[src/rtl/dco_pkg.sv]
// rtl/dco_pkg.sv - shared DCO constants and controller state type
package dco_pkg;

   localparam int          DCO_NUM_CELLS = 129;
   localparam int          DCO_LEVEL_W   = 8;
   localparam logic [7:0]  DCO_MAX_LEVEL = 8'd129;

   typedef enum logic [1:0] {
      IDLE  = 2'd0,
      SLEW  = 2'd1,
      TRACK = 2'd2
   } dco_ctrl_state_t;

endpackage

[src/rtl/dco_code_ctrl_therm_enc.sv]
// rtl/dco_code_ctrl_therm_enc.sv - binary level to 129-cell thermometer decoder
module therm_enc
   import dco_pkg::*;
(
   input  logic [DCO_LEVEL_W-1:0]   level,
   output logic [DCO_NUM_CELLS-1:0] code
);

   // Levels at or above the cell count naturally decode to all-ones.
   always_comb begin
      code = '0;
      for (int i = 0; i < DCO_NUM_CELLS; i++) begin
         code[i] = (i < int'(level));
      end
   end

endmodule

[src/rtl/dco_code_ctrl.sv]
// rtl/dco_code_ctrl.sv - slew-limited, fraction-dithered DCO thermometer code driver
module dco_code_ctrl
   import dco_pkg::*;
#(
   parameter int FRAC_W   = 4,
   parameter int MAX_STEP = 8
) (
   input  logic              clk,
   input  logic              rst,
   input  logic              tune_valid,
   input  logic [FRAC_W+7:0] tune_word,
   input  logic              freeze,
   output logic [128:0]      code,
   output logic [7:0]        code_level,
   output logic              settled
);

   localparam logic [7:0] STEP = 8'(MAX_STEP);

   dco_ctrl_state_t   state_q, state_d;
   logic [7:0]        tgt_q, tgt_d;
   logic [FRAC_W-1:0] frac_q, frac_d;
   logic [FRAC_W-1:0] acc_q, acc_d;
   logic [7:0]        cur_q, cur_d;
   logic [7:0]        code_level_q, code_level_d;
   logic [128:0]      code_q, code_d;
   logic              settled_q, settled_d;
   logic              armed_q, armed_d;

   logic [7:0]        int_lvl, tune_lvl, tgt_eff;
   logic [7:0]        up_diff, dn_diff, slew_lvl, dither_lvl;
   logic [FRAC_W:0]   acc_sum;

   always_comb begin
      int_lvl  = tune_word[FRAC_W+7:FRAC_W];
      tune_lvl = (int_lvl > DCO_MAX_LEVEL) ? DCO_MAX_LEVEL : int_lvl;
      // A fresh tune word steers IDLE/TRACK decisions on the edge it arrives.
      tgt_eff  = tune_valid ? tune_lvl : tgt_q;

      up_diff = tgt_q - cur_q;
      dn_diff = cur_q - tgt_q;
      if (tgt_q > cur_q) begin
         slew_lvl = cur_q + ((up_diff > STEP) ? STEP : up_diff);
      end else begin
         slew_lvl = cur_q - ((dn_diff > STEP) ? STEP : dn_diff);
      end

      acc_sum    = {1'b0, acc_q} + {1'b0, frac_q};
      dither_lvl = (acc_sum[FRAC_W] && (cur_q < DCO_MAX_LEVEL)) ? cur_q + 8'd1 : cur_q;
   end

   always_comb begin
      state_d      = state_q;
      tgt_d        = tgt_q;
      frac_d       = frac_q;
      armed_d      = armed_q;
      cur_d        = cur_q;
      acc_d        = acc_q;
      code_level_d = code_level_q;

      if (tune_valid) begin
         tgt_d   = tune_lvl;
         frac_d  = tune_word[FRAC_W-1:0];
         armed_d = 1'b1;
      end

      if (!freeze) begin
         case (state_q)
            IDLE: begin
               code_level_d = 8'd0;
               // armed_q covers a target that was latched while frozen.
               if (tune_valid || armed_q) begin
                  state_d = (tgt_eff == 8'd0) ? TRACK : SLEW;
               end
            end
            SLEW: begin
               cur_d        = slew_lvl;
               code_level_d = slew_lvl;
               if (slew_lvl == tgt_q) begin
                  state_d = TRACK;
               end
            end
            TRACK: begin
               if (tgt_eff != cur_q) begin
                  state_d      = SLEW;
                  code_level_d = cur_q;
               end else begin
                  acc_d        = acc_sum[FRAC_W-1:0];
                  code_level_d = dither_lvl;
               end
            end
            default: begin
               state_d      = IDLE;
               code_level_d = 8'd0;
            end
         endcase
      end

      settled_d = (state_d == TRACK);
   end

   therm_enc u_therm_enc (
      .level (code_level_d),
      .code  (code_d)
   );

   always_ff @(posedge clk or posedge rst) begin
      if (rst) begin
         state_q      <= IDLE;
         tgt_q        <= '0;
         frac_q       <= '0;
         armed_q      <= 1'b0;
         cur_q        <= '0;
         acc_q        <= '0;
         code_level_q <= '0;
         code_q       <= '0;
         settled_q    <= 1'b0;
      end else begin
         state_q      <= state_d;
         tgt_q        <= tgt_d;
         frac_q       <= frac_d;
         armed_q      <= armed_d;
         cur_q        <= cur_d;
         acc_q        <= acc_d;
         code_level_q <= code_level_d;
         code_q       <= code_d;
         settled_q    <= settled_d;
      end
   end

   assign code       = code_q;
   assign code_level = code_level_q;
   assign settled    = settled_q;

endmodule

[config.mk]
export PLATFORM = sky130hd
export DESIGN_NAME = dco_code_ctrl
export DESIGN_NICKNAME = d
export VERILOG_FILES = /design/src/rtl/dco_pkg.sv /design/src/rtl/dco_code_ctrl_therm_enc.sv /design/src/rtl/dco_code_ctrl.sv
export SDC_FILE = /design/constraint.sdc
export NUM_CORES = 1
export LEC_CHECK = 0
export CAP_MARGIN = 20
export CORE_ASPECT_RATIO = 0.5
export CORE_MARGIN = 3
export CORE_UTILIZATION = 29
export CTS_CLUSTER_DIAMETER = 60
export DETAILED_ROUTE_END_ITERATION = 12
export SLEW_MARGIN = 0
export SYNTH_ARGS = -nofsm -noshare
export SYNTH_HDL_FRONTEND = slang
export SYNTH_SLANG_ARGS = --single-unit
[constraint.sdc]
create_clock -name clk -period 7.53 [get_ports clk]
set_input_delay 1.8825 -clock clk [delete_from_list [all_inputs] [get_ports clk]]
set_output_delay 1.8825 -clock clk [all_outputs]
set_load 0.02 [all_outputs]
==> reports/results.ini, run 1 <==
[drt]
vias=6360
routedWlPerCell_um=19.4
drt_iter0_markers=453
via_per_inst=5.01
routed_wl_um=24600
drc=0
ant_nets=0
firstDrtPassIters=5

[worst_setup_path]
cp.required_ns=7.82
cp_slowest_cell=dfrtp_1
worst-setup-path-type=reg -> reg
endpoint_kind=flip-flop
crit_path_cell_trace=inv_1, ha_1, a21oi_1, a21oi_1, o31ai_1, o2111a_1, nand3_1, or2_2, ha_1, nand2_1, o41ai_1, ha_1, and2_1, a31oi_1, a31oi_1, xnor2_1, a21boi_0, o31a_1, inv_2, nor3_2, buf_4, o21ai_0
cp-start-kind=flip-flop
critPathMaxStageDelay_ns=0.66
reg2reg_setup_slack_ns=1.00
crit_fanout=20
crit_top_cell=ha_1
cp_num_buf_inv=3
crit_arrival_ns=6.82
cp_top_family=compound AO/OA/AOI/OAI gates

[die]
die_area_um2=29700
die_w_um=241
coreArea_um2=26700
start_util=0.298
io_pins=154
die_y_um=123
rows=42

[sta]
finClkSkew_ns=0.0115
worstMarginPinSlew_ns=0.966
layout_min_cycle_time_ns=6.53
finalSetupViolCount=0
fmax_mhz=153
maxSlewViolCount=0
period_share=0.867
rsz0062_at_grt=false
relSlewSlack=0.356
holdWs_ns=0.493
finalHoldViolations=0
setup_tns_ns=0

[synth]
async_reset_ff_frac=1.00
ys_warn_count=0
ys.flop_type=dfrtp_1
ys_types=80
synth_seq_cells=164
synth-edff-count=0
synthMostInstantiatedCell=dfrtp_1
synthCells=767
synth_top_area_cell=dfrtp_1
synth_top_area_frac=0.514
syn_area_um2=7980
syn-num-nets=820
ys_seq_area_frac=0.514
synth_area_leaders=dfrtp_1 51%, ha_1 5.2%, o21ai_0 4.5%, a21oi_1 4.1%, nand2_1 3.0%
synth_common_cells=164 x dfrtp_1, 72 x o21ai_0, 65 x a21oi_1, 63 x nand2_1, 41 x inv_1
syn_avg_cell_area_um2=10.4

[pwr]
ir_drop_mv=0.244
p_leak_nw=4.41
power_density_nw_per_um2=564

[global_routing]
grtUsageTotal=0.168
gr-total-overflow=0
grt_first_pass_wirelength_um=37600
grt_pass1_vias=6417
grt_antenna_before_repair=0
grt_start_max_net_pins=92

[clocking]
cts.path.max_buffers=2
htreeDepth=4
cts-root-buf=clkbuf_16
clk_latency_ns=0.42
cts_resized=0
post-cts-setup-buffers=0
tritoncts=yes
clock-sinks=164
cts_buffers=17
clkTransAtPathRegs_ns=0.07
hold_buffers=0

[run]
maxCapViolCount=0

[cells_and_area]
finalNetCount=958
drive_gt1_frac=0.109
antenna_cells=0
n_fill_cell=2579
area_growth_pct=30.5
layout.cells.non_filler=1270

[worst_hold_path]
worst_hold_path_type=reg -> reg

[status]
status=complete, no violations

[place]
io_buffers=153
place_inst=1237
dpl.hpwl_um=18400
gp_congestion=0.886

==> placed cells by master (no fill, tap or decap), types with 7 or more instances in the layout <==
cell             netlist  routed
a21oi_2               14      14
nand2_1               63      63
clkbuf_16              0      17
nor2_1                32      31
o21ai_0               72      72
xor2_1                11      11
o21a_1                 8       8
xnor2_1               22      22
mux2_2                 7       7
a31oi_1                8       8
dfrtp_1              164     164
clkdlybuf4s50_1        0     153
a21o_1                 8       8
nand3b_1               9       9
nor3_1                10       9
nor2b_1               12      12
a21oi_1               65      65
ha_1                  33      33
inv_1                 41      40
nand3_1               15      15
==> power by group <==
part           total, W  internal (W)  switching [W]
Combinational   0.00350       0.00133        0.00217
Sequential      0.00152       0.00130       0.000225
Clock          0.000846      0.000445       0.000401
Total           0.00588       0.00308        0.00280
==> flip-flops by register name, indices dropped and copies added (netlist names) <==
signal / flops
frac_q: 4
armed_q: 1
code_level: 7
state_q: 2
code: 129
tgt_q: 8
settled: 1
acc_q: 4
cur_q: 8
==> stage by stage <==
stage / cell area, µm² / total power (W) / util / setup slack, ns
2_1_floorplan: 7980 / 0.00366 / - / 1.21
3_3_place_gp: 9820 / 0.00500 / 0.367 / 1.20
3_5_place_dp: 9820 / 0.00503 / 0.367 / 0.991
4_1_cts: 10400 / 0.00590 / 0.389 / 0.949
5_1_grt: 10400 / 0.00627 / 0.390 / 0.433
6_report: 10400 / 0.00588 / 0.390 / 1.00
==> worst paths after layout <==
path                           from        end  cells past startpoint
max in group asynchronous       rst  code[120]                      3
max                        cur_q[1]   code[26]                     22
min                         armed_q    armed_q                      1
max reg2reg                cur_q[1]   code[26]                     22
min in group asynchronous       rst    settled                      2
min reg2reg                 armed_q    armed_q                      1
==> logic make-up (layout without fill, tap and decap cells) <==
group	count (synthesis)	in the layout	synth area share
AO/OA/AOI/OAI	233	233	0.187
XOR/XNOR	33	33	0.0362
adder cells (fa/ha/maj)	37	37	0.0618
buffers and inverters	88	239	0.0469
flip-flops	164	164	0.514
multiplexers	12	12	0.0161
AND/OR/NAND/NOR	200	200	0.138
==> worst register-to-register path, cell delays in order, from the launching register on <==
cell	delay [ns]
dfrtp_1	0.66
inv_1	0.26
ha_1	0.27
a21oi_1	0.20
a21oi_1	0.11
o31ai_1	0.33
o2111a_1	0.28
nand3_1	0.15
or2_2	0.31
ha_1	0.22
nand2_1	0.08
o41ai_1	0.08
ha_1	0.43
and2_1	0.20
a31oi_1	0.07
a31oi_1	0.33
xnor2_1	0.18
a21boi_0	0.30
o31a_1	0.62
inv_2	0.25
nor3_2	0.64
buf_4	0.34
o21ai_0	0.11
==> final cells by class <==
type	count	area (µm²)	area share
Timing Repair Buffer	160	1590	0.153
Clock buffer	17	425	0.0408
Multi-Input combinational cell	515	3510	0.337
Sequential cell	164	4100	0.394
Clock inverter	15	160	0.0154
Tap cell	352	440	0.0423
Inverter	47	186	0.0179
==> metal layers <==
metal	global-route usage	share of wire	vias to the layer above
met1	0.208	0.42	3198
met4	0.0480	0.017	0
met2	0.304	0.52	153
li1	-	-	2977
met3	0.0294	0.040	32
met5	0	0	-
Power figures use the tool's default switching activity.
==> inputs of run 2 (changes only) <==
--- a/config.mk
+++ b/config.mk
@@ -6,7 +6,6 @@
 export NUM_CORES = 1
 export LEC_CHECK = 0
 export CAP_MARGIN = 20
-export CORE_ASPECT_RATIO = 0.5
 export CORE_MARGIN = 3
 export CORE_UTILIZATION = 29
 export CTS_CLUSTER_DIAMETER = 60
==> run 2 against run 1 <==
Sequential share of layout area fell by 0.25 points; largest power group unchanged; clock power rose by 9.0%; register-to-register slack improved by 0.24 ns; die area fell by 0.41%; worst setup slack improved by 0.24 ns; critical path type unchanged; wire length rose by 1.1%; sequential cell count did not move; highest routed layer unchanged; via count rose by 2.3%; critical path depth rose by 1.
==> reports/results.ini, run 2 (same netlist as run 1, synthesis figures left out) <==
[status]
status=complete, no violations

[clocking]
hold_buffers=0
tritoncts=yes
post-cts-setup-buffers=0
cts_resized=0
clkTransAtPathRegs_ns=0.07
htreeDepth=4
cts-root-buf=clkbuf_16
cts.path.max_buffers=2
cts_buffers=17
clock-sinks=164
clk_latency_ns=0.43

[place]
dpl.hpwl_um=17800
gp_congestion=0.903
io_buffers=153

[pwr]
switching_power_w=0.00280
pwr-share-seq=0.249
ir_drop_mv=0.316
power_w=0.00594
p_leak_nw=4.46
power_density_nw_per_um2=567
p_clk_frac=0.155
switching_share=0.472
pwr-share-comb=0.596
internal_power_w=0.00314

[global_routing]
grt_pass1_vias=6501
grt_antenna_before_repair=0
globalRouteMet1Util=0.230
grtUsageTotal=0.170
use_met3=0.0519
gr-total-overflow=0
grt_start_max_net_pins=116
top_usage_layer=met2
grt_first_pass_wirelength_um=38600
grt.met2_usage=0.260

[drt]
ant_nets=0
routed_wl_um=24900
via_per_inst=5.15
drc=0
drt_iter0_markers=378
vias=6504
firstDrtPassIters=5
routedWlPerCell_um=19.7

[run]
maxCapViolCount=0

[sta]
finClkSkew_ns=0.0128
holdWs_ns=0.482
rsz0062_at_grt=false
finalSetupViolCount=0
relSlewSlack=0.383
period_share=0.835
setup_tns_ns=0
worstMarginPinSlew_ns=0.919
fmax_mhz=159
finalHoldViolations=0
maxSlewViolCount=0
layout_min_cycle_time_ns=6.29

[worst_setup_path]
reg2reg_setup_slack_ns=1.24
cp-start-kind=flip-flop
r2r-start=tgt_q[0]
endpoint_kind=flip-flop
crit_fanout=20
crit_arrival_ns=6.56
cp.required_ns=7.80
worst-setup-path-type=reg -> reg
reg2reg_to=code[87]
reg2reg_depth=23

[cells_and_area]
final_common_cell=dfrtp_1
antenna_cells=0
area_growth_pct=31.4
largest_register_ffs=129
n_fill_cell=2661
drive_gt1_frac=0.112
finalNetCount=961
mostFrequentLayoutCells=164 x dfrtp_1, 153 x clkdlybuf4s50_1, 72 x o21ai_0

[die]
coreArea_um2=27000
die_y_um=172
die_w_um=172
rows=60
start_util=0.295
die_area_um2=29600
io_pins=154

[worst_hold_path]
hold_path_depth=1
whs_endpoint=armed_q
worst_hold_path_type=reg -> reg
min-delay-start=armed_q

-- run 2: cell types whose count changed in the layout (fill, tap and decap cells not counted), sizes merged --
cell and delta:
clkinvlp -1, inv -2, buf +3, clkinv +1, bufinv +2
-- run 2: worst max-delay path by stage --
stage,slack (ns),end,start,depth (start not counted)
finish,1.24,code[87],tgt_q[0],23
CTS,1.28,code[87],tgt_q[0],23
detailed placement,1.25,code[0],tune_valid,10
global route,0.68,code[14],cur_q[3],20
global placement,1.29,code[66],tune_valid,10
floorplan,1.21,acc_q[0],rst,1
-- run 2: metrics by stage --
| step | instance area [µm²] | setup slack (ns) | std cells | util |
|---|---|---|---|---|
| global placement | 9830 | 1.29 | 1229 | 0.364 |
| finish | 10500 | 1.24 | 1262 | 0.388 |
| floorplan | 7980 | 1.21 | 767 | - |
| CTS | 10500 | 1.28 | 1261 | 0.387 |
| detailed placement | 9830 | 1.25 | 1229 | 0.364 |
| global route | 10500 | 0.683 | 1262 | 0.388 |
-- run 2: power groups by stage --
stage	combinational (W)	sequential [W]	clock [W]
6_report	0.00354	0.00148	0.000922
4_1_cts	0.00354	0.00148	0.000940
2_1_floorplan	0.00180	0.00186	0
3_3_place_gp	0.00350	0.00150	0
5_1_grt	0.00385	0.00152	0.000972
3_5_place_dp	0.00351	0.00149	0
-- run 2: critical path, cell delays in order, from the launching register on --
cell,delay [ns]
dfrtp_1,0.44
inv_1,0.07
ha_1,0.26
fa_1,0.41
nand2b_1,0.18
a21oi_1,0.17
xnor2_1,0.19
o2111a_1,0.28
nand3_1,0.13
or2_2,0.30
ha_1,0.23
nand2_1,0.09
o41ai_1,0.09
ha_1,0.47
and2_1,0.20
a31oi_1,0.06
a31oi_1,0.40
xnor2_1,0.19
a21boi_0,0.38
o31a_1,0.19
buf_4,0.24
inv_2,0.16
nor4_4,0.78
a21oi_1,0.20
-- run 2: cell type report --
class	instances	area, µm²	share of cell area
repair buffers	163	1630	0.155
inverters	47	186	0.0178
well taps	341	427	0.0407
multi-input cells	515	3510	0.335
flip-flops and latches	164	4100	0.391
clock inverters	15	206	0.0197
clock buffers	17	425	0.0406
-- run 2: routing by layer --
| layer | share of wire | up-vias | routed length [µm] |
|---|---|---|---|
| li1 | - | 2979 | - |
| met1 | 0.44 | 3237 | 10900 |
| met2 | 0.46 | 245 | 11400 |
| met3 | 0.075 | 43 | 1880 |
| met4 | 0.029 | 0 | 727 |
| met5 | 0 | - | 0 |
